### config.mk
export PLATFORM = sky130hd
export DESIGN_NAME = csr_trap_unit
export DESIGN_NICKNAME = d
export VERILOG_FILES = /design/src/rtl/csr_trap_unit.sv
export SDC_FILE = /design/constraint.sdc
export NUM_CORES = 1
export LEC_CHECK = 0
export BUFFER_PORTS_ARGS = -buffer_cell sky130_fd_sc_hd__buf_4
export CAP_MARGIN = 30
export CORE_MARGIN = 2
export CORE_UTILIZATION = 61
export DETAILED_ROUTE_END_ITERATION = 7
export PLACE_DENSITY = 0.87
export SETUP_SLACK_MARGIN = 0.5
export SYNTH_ARGS = -nofsm -noshare
export SYNTH_HDL_FRONTEND = slang
export SYNTH_SLANG_ARGS = --single-unit
### constraint.sdc
create_clock -name clk -period 21.3 [get_ports clk]
set_input_delay 4.26 -clock clk [delete_from_list [all_inputs] [get_ports clk]]
set_output_delay 4.26 -clock clk [all_outputs]
set_load 0.05 [all_outputs]
### src/rtl/csr_trap_unit.sv
// Machine-mode CSR file and interrupt/mret sequencer for the RV32 core.
// Optional feature macro: MCYCLE_EN adds a 64-bit mcycle counter at 0xB00/0xB80.
// Reads are combinational and return the pre-write value. Writes commit at the
// clock edge of a retiring instruction. Trap entry and mret drive a PC redirect.
module csr_trap_unit #(
  parameter int XLEN        = 32,
  parameter int SYNC_STAGES = 2
) (
  input  logic            clk,
  input  logic            rst,
  input  logic [11:0]     csr_addr,
  input  logic [XLEN-1:0] csr_wdata,
  input  logic [2:0]      funct3,
  input  logic            csr_wre,
  input  logic            csr_rde,
  input  logic            is_mret,
  input  logic [XLEN-1:0] pc_next_in,
  input  logic            instr_retire,
  input  logic            ext_irq,
  output logic [XLEN-1:0] csr_rdata,
  output logic            redirect_valid,
  output logic [XLEN-1:0] redirect_pc,
  output logic            trap_taken,
  output logic            illegal_csr
);

  localparam logic [XLEN-1:0] MCAUSE_MEI = {1'b1, {(XLEN-5){1'b0}}, 4'hB};

  // Architectural state
  logic                   mie_q, mie_d;       // mstatus.MIE
  logic                   mpie_q, mpie_d;     // mstatus.MPIE
  logic                   meie_q, meie_d;     // mie.MEIE
  logic [XLEN-1:2]        mtvec_q, mtvec_d;
  logic [XLEN-1:0]        mscratch_q, mscratch_d;
  logic [XLEN-1:2]        mepc_q, mepc_d;
  logic [XLEN-1:0]        mcause_q, mcause_d;
  logic [SYNC_STAGES-1:0] sync_q, sync_d;
`ifdef MCYCLE_EN
  logic [2*XLEN-1:0]      mcycle_q, mcycle_d;
`endif

  logic            meip_s;
  logic            mret_s;
  logic            irq_take_s;
  logic            sel_hit_s;
  logic [XLEN-1:0] sel_val_s;
  logic [XLEN-1:0] wval_s;
  logic            op_valid_s;
  logic            wr_en_s;
  logic [XLEN-1:0] mstatus_s;
  logic [XLEN-1:0] mie_s;
  logic [XLEN-1:0] mip_s;
  logic            unused_funct3_s;

  // funct3[2] only selects rs1 vs zimm, which the datapath has already resolved.
  assign unused_funct3_s = funct3[2];

  // Synchroniser: ext_irq is a raw asynchronous level from the UART.
  assign sync_d = {sync_q[SYNC_STAGES-2:0], ext_irq};
  assign meip_s = sync_q[SYNC_STAGES-1];

  // Read-view composition of the sparse status registers
  always_comb begin
    mstatus_s     = {XLEN{1'b0}};
    mstatus_s[3]  = mie_q;
    mstatus_s[7]  = mpie_q;
    mie_s         = {XLEN{1'b0}};
    mie_s[11]     = meie_q;
    mip_s         = {XLEN{1'b0}};
    mip_s[11]     = meip_s;
  end

  assign mret_s     = is_mret & instr_retire;
  // mret defers a pending interrupt to the next retiring instruction.
  assign irq_take_s = mie_q & meie_q & meip_s & instr_retire & ~is_mret;

  // Address decode: selected CSR value and whether the address is implemented
  always_comb begin
    sel_hit_s = 1'b1;
    sel_val_s = {XLEN{1'b0}};
    case (csr_addr)
      12'h300: sel_val_s = mstatus_s;
      12'h304: sel_val_s = mie_s;
      12'h305: sel_val_s = {mtvec_q, 2'b00};
      12'h340: sel_val_s = mscratch_q;
      12'h341: sel_val_s = {mepc_q, 2'b00};
      12'h342: sel_val_s = mcause_q;
      12'h344: sel_val_s = mip_s;
`ifdef MCYCLE_EN
      12'hB00: sel_val_s = mcycle_q[XLEN-1:0];
      12'hB80: sel_val_s = mcycle_q[2*XLEN-1:XLEN];
`endif
      default: sel_hit_s = 1'b0;
    endcase
  end

  // Read-modify-write value for the CSR op
  always_comb begin
    op_valid_s = 1'b1;
    wval_s     = sel_val_s;
    case (funct3[1:0])
      2'b01:   wval_s = csr_wdata;
      2'b10:   wval_s = sel_val_s | csr_wdata;
      2'b11:   wval_s = sel_val_s & ~csr_wdata;
      default: op_valid_s = 1'b0;
    endcase
  end

  assign wr_en_s = csr_wre & instr_retire & sel_hit_s & op_valid_s;

  // Combinational outputs; reset forces them inactive immediately
  always_comb begin
    csr_rdata      = {XLEN{1'b0}};
    redirect_valid = 1'b0;
    redirect_pc    = {XLEN{1'b0}};
    trap_taken     = 1'b0;
    illegal_csr    = 1'b0;
    if (!rst) begin
      csr_rdata      = (csr_rde && sel_hit_s) ? sel_val_s : {XLEN{1'b0}};
      illegal_csr    = (csr_rde | csr_wre) & ~sel_hit_s;
      trap_taken     = irq_take_s;
      redirect_valid = irq_take_s | mret_s;
      if (irq_take_s) begin
        redirect_pc = {mtvec_q, 2'b00};
      end else if (mret_s) begin
        redirect_pc = {mepc_q, 2'b00};
      end else begin
        redirect_pc = {XLEN{1'b0}};
      end
    end else begin
      csr_rdata = {XLEN{1'b0}};
    end
  end

  // Next-state: software writes first, then trap entry / mret override mstatus/mepc/mcause
  always_comb begin
    mie_d      = mie_q;
    mpie_d     = mpie_q;
    meie_d     = meie_q;
    mtvec_d    = mtvec_q;
    mscratch_d = mscratch_q;
    mepc_d     = mepc_q;
    mcause_d   = mcause_q;
`ifdef MCYCLE_EN
    mcycle_d   = mcycle_q + {{(2*XLEN-1){1'b0}}, 1'b1};
`endif
    if (wr_en_s) begin
      case (csr_addr)
        12'h300: begin
          mie_d  = wval_s[3];
          mpie_d = wval_s[7];
        end
        12'h304: meie_d     = wval_s[11];
        12'h305: mtvec_d    = wval_s[XLEN-1:2];
        12'h340: mscratch_d = wval_s;
        12'h341: mepc_d     = wval_s[XLEN-1:2];
        12'h342: mcause_d   = wval_s;
`ifdef MCYCLE_EN
        12'hB00: mcycle_d   = {mcycle_q[2*XLEN-1:XLEN], wval_s};
        12'hB80: mcycle_d   = {wval_s, mcycle_q[XLEN-1:0]};
`endif
        default: mcause_d   = mcause_q;  // mip is read-only
      endcase
    end else begin
      mcause_d = mcause_q;
    end
    if (irq_take_s) begin
      mepc_d   = pc_next_in[XLEN-1:2];
      mcause_d = MCAUSE_MEI;
      mpie_d   = mie_q;
      mie_d    = 1'b0;
    end else if (mret_s) begin
      mie_d    = mpie_q;
      mpie_d   = 1'b1;
    end else begin
      mepc_d   = mepc_d;
    end
  end

  // State registers with asynchronous reset
  always_ff @(posedge clk or posedge rst) begin
    if (rst) begin
      mie_q      <= 1'b0;
      mpie_q     <= 1'b0;
      meie_q     <= 1'b0;
      mtvec_q    <= {(XLEN-2){1'b0}};
      mscratch_q <= {XLEN{1'b0}};
      mepc_q     <= {(XLEN-2){1'b0}};
      mcause_q   <= {XLEN{1'b0}};
      sync_q     <= {SYNC_STAGES{1'b0}};
`ifdef MCYCLE_EN
      mcycle_q   <= {(2*XLEN){1'b0}};
`endif
    end else begin
      mie_q      <= mie_d;
      mpie_q     <= mpie_d;
      meie_q     <= meie_d;
      mtvec_q    <= mtvec_d;
      mscratch_q <= mscratch_d;
      mepc_q     <= mepc_d;
      mcause_q   <= mcause_d;
      sync_q     <= sync_d;
`ifdef MCYCLE_EN
      mcycle_q   <= mcycle_d;
`endif
    end
  end

endmodule
== Word level (Yosys, flattened, before mapping) ==
Cells that the tools add are included.

* Output and inout port bits: 67
* Bits of input ports: 86
* Register bits after elaboration: 129
* Logic and storage cells: 74

* Multiplexer cells: 26
* Reductions and logical operators: 14
* Eq/ne operators: 10
* Bitwise logic cells: 16

{| class="wikitable"
|+ Operator list
! kind !! number
|-
| $mux W32 || 8
|-
| $pmux W32 S7 || 1
|-
| $pmux W32 S3 || 1
|-
| $mux W30 || 3
|-
| $eq A12 B10 Y1 const B || 7
|-
| $and A32 B32 Y32 || 1
|-
| $not A32 Y32 || 1
|-
| $or A32 B32 Y32 || 1
|-
| $mux W1 || 13
|-
| $reduce_and A2 Y1 || 6
|-
| $and A1 B1 Y1 || 9
|-
| $reduce_or A7 Y1 || 1
|-
| $reduce_bool A2 Y1 || 3
|-
| $reduce_bool A3 Y1 || 2
|-
| $eq A2 B2 Y1 const B || 2
|-
| $reduce_or A3 Y1 || 1
|-
| $eq A2 B1 Y1 const B || 1
|-
| $not A1 Y1 || 2
|-
| $or A1 B1 Y1 || 2
|-
| $logic_and A1 B1 Y1 || 1
|}

== Logic depth before layout (Yosys ltp) ==
Gate-level depths: netlist of run 1.

* Word-level depth: 8
* Gate-level depth with buffers: 9
* Mapped depth without buffers: 6

== Least setup slack after synthesis of run 1 ==
Ideal clock, no wire load.

* Path kind: input -> output
* Start: in rst
* End: out csr_rdata[23]
* Buffers on the path: 2
* Data required time: 17.040 ns
* Data arrival time: 9.384 ns
* Stages: 6
* Setup slack: 7.656 ns
* Cell sequence: inv_1 nand2_1 or2_2 clkbuf_1 clkbuf_1 nor3_1

* Longest elaborated chain between the ends: 1

{| class="wikitable"
|+ RTL lines
! item !! RTL line !! source
|-
| start, declared || 10 || <nowiki>input logic rst,</nowiki>
|-
| $mux W32 || 118 || <nowiki>if (!rst) begin</nowiki>
|-
| end, declared || 20 || <nowiki>output logic [XLEN-1:0] csr_rdata,</nowiki>
|}

Every way passes these cells.

== Worst setup path after layout of run 1 ==
* Start: in csr_addr[2]
* End: out csr_rdata[14]

* Longest elaborated chain between the ends: 6
* Elaborated cells between the ends (all ways): 13
* Classes of those cells: eq/ne: 7; mux: 4; reduce/logical: 2

{| class="wikitable"
|+ RTL lines
! item !! RTL line !! source
|-
| start, declared || 11 || <nowiki>input logic [11:0] csr_addr,</nowiki>
|-
| $eq A12 B10 Y1 || 81 || <nowiki>case (csr_addr)</nowiki>
|-
| $reduce_or A7 Y1 (no source line) || - ||
|-
| $mux W1 || 81 ||
|-
| $logic_and A1 B1 Y1 || 119 || <nowiki>csr_rdata = (csr_rde && sel_hit_s) ? sel_val_s : {XLEN{1'b0}};</nowiki>
|-
| $mux W32 (*) || 119 ||
|-
| $mux W32 (*) || 118 ||
|}

Every way passes the cells marked *; elsewhere a longest branch is shown, timed or not.

==> impl_metrics.tcl, run 1 <==
set metrics [dict create \
    outcome "complete, no violations" \
    dieWidth_um 117 \
    wl_um 26800 \
    postCtsSetupBuffers 0 \
    p_int_uw 499 \
    ys_warn_count 0 \
    synth_top_area_cell "dfrtp_1" \
    final_common_cell "buf_4" \
    top_usage_layer "met2" \
    diodes 0 \
    grt.met2_usage_pct 59.4 \
    path_max_fanout 20 \
    layout.cells.non_filler 1154 \
    worstPathCellList "buf_4 -> nor3b_2 -> and2_1 -> a2bb2oi_1 -> and2_1 -> nor3_1 -> buf_4" \
    via_count 8155 \
    gp_congestion 0.916 \
    drive_above_1_share_pct 26.1 \
    powerDensity_mw_per_mm2 67.0 \
    p_sw_share_pct 23.0 \
    die_area_sq_mm 0.0138 \
    yosysSeqAreaShare_pct 41.2 \
    rows 41 \
    clock_power_share_pct 53.6 \
    final_area_sq_mm 0.00967 \
    layout.cells.most_common_list "buf_4, dfrtp_1, nand2_1" \
    die_h_um 117 \
    p_sw_uw 149 \
    p_seq_share_pct 38.1 \
    start_kind "input pin" \
    first_pass_iters 8 \
    worstMarginPinSlew_ns 1.08 \
    hold_viol 0 \
    dp.cells 1122 \
    grt_pass1_wl_um 42100 \
    fin_worst_skew_ns 0.00561 \
    async_flop_share_pct 100 \
    drt_iter0_drc 1329 \
    synth.avg_cell_area_sq_um 9.08 \
    power_uw 648 \
    synthCells 863 \
    fmax_ghz 0.0882 \
    finalCritPeriodShare_pct 53.2 \
    maxSlewViolCount 0 \
    critPathMaxStageDelay_ns 0.90 \
    syn-cell-area_sq_mm 0.00784 \
    p_leak_nw 4.35 \
    final_core_util_pct 76.9 \
    cts_tree "built" \
    grt_pass1_vias 8073 \
    max_cap_violations 0 \
    ir_drop_uv 62.1 \
    syn2layout_area_growth_pct 23.4 \
    cts.sinks 129 \
    dp_hpwl_um 16300 \
    clk_pin_slew_ns 0.06 \
    wl_per_cell_um 23.3 \
    drc 0 \
    cts_buffer_depth 2 \
    met3_usage_pct 10.6 \
    nNetsFinal 1055 \
    hold_path.class "reg -> reg" \
    root_buffer "clkbuf_16" \
    ctsResizeCount 0 \
    synth_flop_cell "dfrtp_1" \
    core_region_area_sq_mm 0.0126 \
    synth_seq_cells 129 \
    cp_slowest_cell "and2_1" \
    grt_start_max_net_pins 48 \
    power_frac_comb_pct 8.3 \
    fin_crit_ns 11.34 \
    pin_count 153 \
    rsz0062_at_grt "false" \
    synth_top_area_share_pct 41.2 \
    numPortBuffers 147 \
    grt_usage_pct 38.6 \
    finalSetupViolations 0 \
    slew_headroom_pct 28.0 \
    drtAntennaViolNets 0 \
    cts_max_level 4 \
    tns_ns 0 \
    synth.distinct_cells 62 \
    start_util_pct 62.4 \
    place_area_sq_mm 0.00897 \
    cts_hold_buffers 0 \
    numCtsBuffers 17 \
    via_per_inst 7.07 \
    synth_area_leaders "dfrtp_1, a22oi_1, nand2_1" \
    crit_arrival_ns 7.08 \
    worstPathRequired_ns 17.04 \
    clkLatencyLatePin_ns 0.43 \
    grt_overflow_total 0 \
    end_kind "output pin" \
    critical_path_class "in -> out" \
    met1_usage_pct 49.4 \
    antenna_found_initial 0 \
    synth_edf_count 0 \
]
flip-flops by register name, summed over array words and instances, names as in the netlist:
name	flops
mpie_q	1
mcause_q	32
sync_q	2
mscratch_q	32
mepc_q	30
mie_q	1
meie_q	1
mtvec_q	30
Yosys cell counts (13+ instances only):
cell type	number
nand2_1	112
mux2_2	35
a221o_1	14
a22oi_1	59
and3_1	27
a22o_1	39
clkbuf_1	44
and2_1	19
o2bb2ai_1	16
o21ai_1	13
o21ai_0	67
buf_2	19
nor3_1	22
nor2_1	57
a21oi_1	41
dfrtp_1	129
path summary, 6_finish.rpt:
| path | slack (ns) | endpoint | depth (start not counted) | startpoint |
|---|---|---|---|---|
| max in group asynchronous | 16.41 | mscratch_q[15] | 3 | rst |
| setup / recovery | 9.96 | csr_rdata[14] | 7 | csr_addr[2] |
| min in group asynchronous | 3.90 | meie_q | 2 | rst |
| hold reg to reg | 0.36 | sync_q[1] | 0 | sync_q[0] |
| setup reg to reg | 18.55 | mcause_q[24] | 6 | meie_q |
| hold / removal | 0.36 | sync_q[1] | 0 | sync_q[0] |
area by class of cell:
type | count | area [sq um]
Clock buffer | 18 | 439
Clock inverter | 14 | 259
Fill cell | 858 | 2900
Inverter | 3 | 13.8
Multi-Input combinational cell | 657 | 4290
Sequential cell | 129 | 3230
Tap cell | 172 | 215
Timing Repair Buffer | 161 | 1220
through the flow:
step / worst slack (ns) / hold slack (ns)
finish: 9.96 / 0.358
global route: 9.99 / 0.373
CTS: 10.14 / 0.359
detailed placement: 10.14 / 0.340
global placement: 10.21 / 0.345
floorplan: 7.66 / 0.331
critical path: cells and delay by family:
kind | cells | cell delay (ns)
AND/OR/NAND/NOR | 4 | 2.16
buffers and inverters | 2 | 0.44
AO/OA/AOI/OAI | 1 | 0.21
routing by layer:
metal  wire length [um]  part of all wire [%]
met1               9710                    36
met2              12100                    45
met3               3600                    13
met4               1390                   5.2
met5                  0                     0
kinds of logic after synthesis:
family / Yosys count / share of synthesized area [%]
flip-flops: 129 / 41.2
AO/OA/AOI/OAI: 317 / 29.2
other: 1 / 0.0478
multiplexers: 42 / 5.92
AND/OR/NAND/NOR: 288 / 18.3
XOR/XNOR: 8 / 0.894
buffers and inverters: 78 / 4.47
power by group through the flow:
| stage | Sequential [mW] | Clock (mW) | Combinational, mW |
|---|---|---|---|
| after floorplan | 0.251 | 0 | 0.0273 |
| after CTS | 0.247 | 0.347 | 0.0522 |
| after global placement | 0.251 | 0 | 0.0505 |
| after detailed placement | 0.251 | 0 | 0.0518 |
| after global routing | 0.247 | 0.358 | 0.0569 |
| final | 0.247 | 0.348 | 0.0537 |
Note: power is estimated with default switching activity, not from simulation.
==> run 2, diff against run 1 <==
--- a/config.mk
+++ b/config.mk
@@ -8,9 +8,9 @@
 export BUFFER_PORTS_ARGS = -buffer_cell sky130_fd_sc_hd__buf_4
 export CAP_MARGIN = 30
 export CORE_MARGIN = 2
-export CORE_UTILIZATION = 61
+export CORE_UTILIZATION = 56
 export DETAILED_ROUTE_END_ITERATION = 7
-export PLACE_DENSITY = 0.87
+export PLACE_DENSITY = 0.81
 export SETUP_SLACK_MARGIN = 0.5
 export SYNTH_ARGS = -nofsm -noshare
 export SYNTH_HDL_FRONTEND = slang
==> constraint.sdc (replaced) <==
create_clock -name clk -period 11.4 [get_ports clk]
set_input_delay 2.28 -clock clk [delete_from_list [all_inputs] [get_ports clk]]
set_output_delay 2.28 -clock clk [all_outputs]
set_load 0.05 [all_outputs]
==> run 2 against run 1 <==
Worst hold slack about the same. Critical path type unchanged. Core utilization decreased by 7.2 points. Worst setup slack got worse by 5.7 ns. Global-route usage decreased by 1.4 points. Count of clock-buffer cells in the layout increased by 4. Non-clock buffer count increased by 2. Critical path depth unchanged. Clock skew decreased by 0.0011 ns. Combinational power increased by 88%. Via count decreased by 2.2%.
==> impl_metrics.tcl, run 2 (synthesis results as in run 1) <==
set metrics [dict create \
    outcome "complete, no violations" \
    dieWidth_um 122 \
    start_util_pct 56.9 \
    layout.cells.most_common_list "buf_4, dfrtp_1, nand2_1" \
    pin_count 153 \
    fin_worst_skew_ns 0.00450 \
    final_core_util_pct 69.8 \
    drive_above_1_share_pct 26.2 \
    clk_pin_slew_ns 0.05 \
    end_kind "output pin" \
    core_region_area_sq_mm 0.0138 \
    finalCritPeriodShare_pct 62.5 \
    first_pass_iters 5 \
    die_h_um 122 \
    start_kind "input pin" \
    gp_congestion 0.955 \
    grt_pass1_wl_um 42100 \
    cts_tree "built" \
    final_common_cell "buf_4" \
    p_leak_nw 4.32 \
    cp-startpoint "csr_addr[10]" \
    met1_length_um 10500 \
    r2r-end "mcause_q[4]" \
    timing.final.ws_setup_ns 4.28 \
    numPortBuffers 147 \
    reg_top3 "mcause_q (32), mscratch_q (32)" \
    root_buffer "clkbuf_16" \
    cts_buffer_depth 2 \
    die_area_sq_mm 0.0150 \
    via_per_inst 6.85 \
    place_ws_ns 4.30 \
    syn2layout_area_growth_pct 22.6 \
    numCtsBuffers 17 \
    drc 0 \
    rrSetupSlack_ns 8.82 \
    ctsResizeCount 0 \
    drtAntennaViolNets 0 \
    dp_hpwl_um 16700 \
    powerDensity_mw_per_mm2 113 \
    ir_drop_uv 98.4 \
    tns_ns 0 \
    clkLatencyLatePin_ns 0.42 \
    grt_overflow_total 0 \
    maxSlewViolCount 0 \
    cts_max_level 4 \
    postCtsSetupBuffers 0 \
    holdPathStages 0 \
    wl_per_cell_um 23.4 \
    drt_iter0_drc 1045 \
    nNetsFinal 1057 \
    via_count 7973 \
    cp-endpoint "csr_rdata[31]" \
    cts.sinks 129 \
    rows 43 \
    grt_pass1_vias 7805 \
    finalSetupViolations 0 \
    rsz0062_at_grt "false" \
    regToRegStartpoint "meie_q" \
    fmax_ghz 0.140 \
    power_mw 1.09 \
    grt_usage_pct 37.2 \
    hold_path.class "reg -> reg" \
    fin_crit_ns 7.12 \
    grt_start_max_net_pins 70 \
    top_layer_used "met4" \
    crit_arrival_ns 4.84 \
    path_max_fanout 27 \
    critical_path_class "in -> out" \
    wl_met2_um 12400 \
    wl_um 27200 \
    wl_met3_um 3140 \
    slew_headroom_pct 30.4 \
    r2r_cells 7 \
    worstMarginPinSlew_ns 1.04 \
    diodes 0 \
    worstPathRequired_ns 9.12 \
    hold_viol 0 \
    antenna_found_initial 0 \
    max_cap_violations 0 \
    cts_hold_buffers 0 \
]
## run 2: changes by cell type in the layout (fill, tap and decap cells not counted), sizes merged
cell / delta
buf: +2
bufinv: -6
clkbuf: +4
clkinv: +1
clkinvlp: +2
inv: -1
## run 2: power breakdown
part / internal, mW / switching [mW] / leakage (nW)
sequential: 0.460 / 0.00132 / 1.79
clock: 0.326 / 0.200 / 0.283
combinational: 0.0362 / 0.0649 / 2.24
total: 0.822 / 0.267 / 4.32
## run 2: stage by stage
step                instances  hold slack, ns  area (sq um)
finish                   1164           0.358          9610
global route             1164           0.363          9610
CTS                      1163           0.357          9600
detailed placement       1131           0.336          9020
global placement         1127           0.344          8940
floorplan                 864           0.331          7840
## run 2: worst max-delay path: stages
cell and delay (ns):
buf_4 0.11, nand4bb_1 0.67, nor3_2 0.53, o21ai_2 0.13
or2_2 0.60, nor2_1 0.28, buf_4 0.24
## run 2: how the worst min path moves through the flow
stage	slack (ns)	startpoint	to
floorplan	0.33	sync_q[0]	sync_q[1]
global placement	0.34	sync_q[0]	sync_q[1]
detailed placement	0.34	sync_q[0]	sync_q[1]
CTS	0.36	sync_q[0]	sync_q[1]
global route	0.36	sync_q[0]	sync_q[1]
finish	0.36	sync_q[0]	sync_q[1]
## run 2: area by class of cell
class | instances | area, sq um
Multi-Input combinational cell | 657 | 4290
Clock buffer | 22 | 494
Fill cell | 1105 | 4160
Inverter | 3 | 13.8
Sequential cell | 129 | 3230
Tap cell | 180 | 225
Clock inverter | 10 | 82.6
Timing Repair Buffer | 163 | 1270
## run 2: per-layer routing
metal	up-vias	track usage, %
met3	106	7.62
met1	3796	49.8
li1	3460	-
met5	-	0
met2	611	56.3
met4	0	21.0
==> run 3, diff against run 2 <==
==> constraint.sdc (replaced) <==
create_clock -name clk -period 7.1 [get_ports clk]
set_input_delay 1.42 -clock clk [delete_from_list [all_inputs] [get_ports clk]]
set_output_delay 1.42 -clock clk [all_outputs]
set_load 0.05 [all_outputs]
==> run 3 against run 2 <==
Largest power group unchanged. Global-route usage decreased by 0.38 points. Die area did not move. Worst setup slack worse by 2.7 ns. Register-to-register slack got worse by 4.5 ns. Clock skew is 0.0016 ns higher. First-iteration DRC count decreased by 11%. Largest cell class unchanged. Final area rose by 0.31%. Cell count shrank 0.17%. Clock power rose by 80%. Core utilization increased by 0.22 points.
==> impl_metrics.tcl, run 3 (synthesis results as in run 1) <==
set metrics [dict create \
    finalCritPeriodShare_pct 78.3 \
    maxSlewViolCount 0 \
    diodes 0 \
    crit_arrival_ns 4.14 \
    worstMarginPinSlew_ns 1.09 \
    critPathMaxStageDelay_ns 0.96 \
    grt_start_max_net_pins 69 \
    grt_pass1_vias 7609 \
    clk_pin_slew_ns 0.05 \
    drt_iter0_drc 928 \
    p_leak_nw 4.33 \
    worst-path-buf-inv 2 \
    final_common_cell "buf_4" \
    ctsResizeCount 0 \
    pin_count 153 \
    gp_congestion 0.941 \
    ir_drop_uv 169 \
    place_ws_ns 1.73 \
    drtAntennaViolNets 0 \
    finalSetupViolations 0 \
    worstPathRequired_ns 5.68 \
    via_per_inst 6.86 \
    fmax_ghz 0.180 \
    slew_headroom_pct 27.2 \
    grt_overflow_total 0 \
    fin_worst_skew_ns 0.00614 \
    cts_tree "built" \
    dp.cells 1131 \
    worstPathCellList "buf_4 -> nor3b_2 -> and2_1 -> a2bb2oi_1 -> and2_1 -> nor3_1 -> buf_4" \
    hold_viol 0 \
    drc 0 \
    antenna_found_initial 0 \
    path_max_fanout 20 \
    numCtsBuffers 17 \
    dp_hpwl_um 16600 \
    powerDensity_mw_per_mm2 192 \
    rsz0062_at_grt "false" \
    nNetsFinal 1056 \
    fin_crit_ns 5.56 \
    dieWidth_um 122 \
    grt_usage_pct 36.8 \
    end_kind "output pin" \
    cts_hold_buffers 0 \
    core_region_area_sq_mm 0.0138 \
    tns_ns 0 \
    start_util_pct 56.9 \
    wl_um 27100 \
    via_count 7972 \
    hold_path.class "reg -> reg" \
    syn2layout_area_growth_pct 23.0 \
    hold_ws_ns 0.368 \
    timing.final.ws_setup_ns 1.54 \
    cp_slowest_cell "and2_1" \
    clkLatencyLatePin_ns 0.42 \
    die_area_sq_mm 0.0150 \
    nFillCells 1084 \
    cts.sinks 129 \
    start_kind "input pin" \
    outcome "complete, no violations" \
    critical_path_class "in -> out" \
    reg_top3 "mcause_q (32), mscratch_q (32)" \
    wl_per_cell_um 23.3 \
    power_mw 1.85 \
    max_cap_violations 0 \
    die_h_um 122 \
    layout.cells.non_filler 1162 \
    numPortBuffers 147 \
    layout.cells.most_common_list "buf_4, dfrtp_1, nand2_1" \
    crit_family "simple AND/OR/NAND/NOR gates" \
    cts_max_level 4 \
    grt_pass1_wl_um 41500 \
    root_buffer "clkbuf_16" \
    cts_buffer_depth 2 \
    postCtsSetupBuffers 0 \
    drive_above_1_share_pct 26.1 \
    rows 43 \
    first_pass_iters 5 \
]
run 3: metrics by stage:
| step | area [sq um] | utilization (%) |
|---|---|---|
| finish | 9640 | 70.0 |
| global route | 9640 | 70.0 |
| CTS | 9640 | 70.0 |
| detailed placement | 9000 | 65.4 |
| global placement | 8950 | 65.0 |
| floorplan | 7850 | - |
run 3: area by class of cell:
| class | instances | area [sq um] | area share, % |
|---|---|---|---|
| repair buffers | 162 | 1240 | 12.9 |
| multi-input cells | 657 | 4290 | 44.5 |
| well taps | 180 | 225 | 2.34 |
| flip-flops and latches | 129 | 3230 | 33.5 |
| clock inverters | 10 | 156 | 1.62 |
| clock buffers | 21 | 480 | 4.98 |
| inverters | 3 | 15.0 | 0.156 |
run 3: layer usage:
layer	track usage, %	vias to the layer above	part of all wire [%]
met4	18.1	0	4.8
met2	55.6	598	45
met3	8.64	118	12
li1	-	3460	-
met5	0	-	0
met1	49.8	3796	39
run 3: worst reg2reg max path, stage by stage, from the launching register on:
cell     delay, ns
dfrtp_1       0.40
nand4_1       0.15
buf_4         0.45
nand3_1       0.41
nor2b_2       0.91
a22oi_1       0.18
o31ai_1       0.13
run 3: path summary, 6_finish.rpt:
path                            slack [ns]        start             to  cells past startpoint
worst max register to register        4.37       meie_q    mcause_q[4]                      6
worst min-delay path                  0.37    sync_q[0]      sync_q[1]                      0
worst min register to register        0.37    sync_q[0]      sync_q[1]                      0
max in group asynchronous             4.36          rst     mepc_q[29]                      4
worst max-delay path                  1.54  csr_addr[2]  csr_rdata[14]                      7
min in group asynchronous             1.36          rst     mepc_q[30]                      3
run 3: power breakdown:
| part | internal (mW) | switching [mW] | total (mW) |
|---|---|---|---|
| logic | 0.0583 | 0.104 | 0.162 |
| registers | 0.738 | 0.00221 | 0.740 |
| clock network | 0.621 | 0.328 | 0.949 |
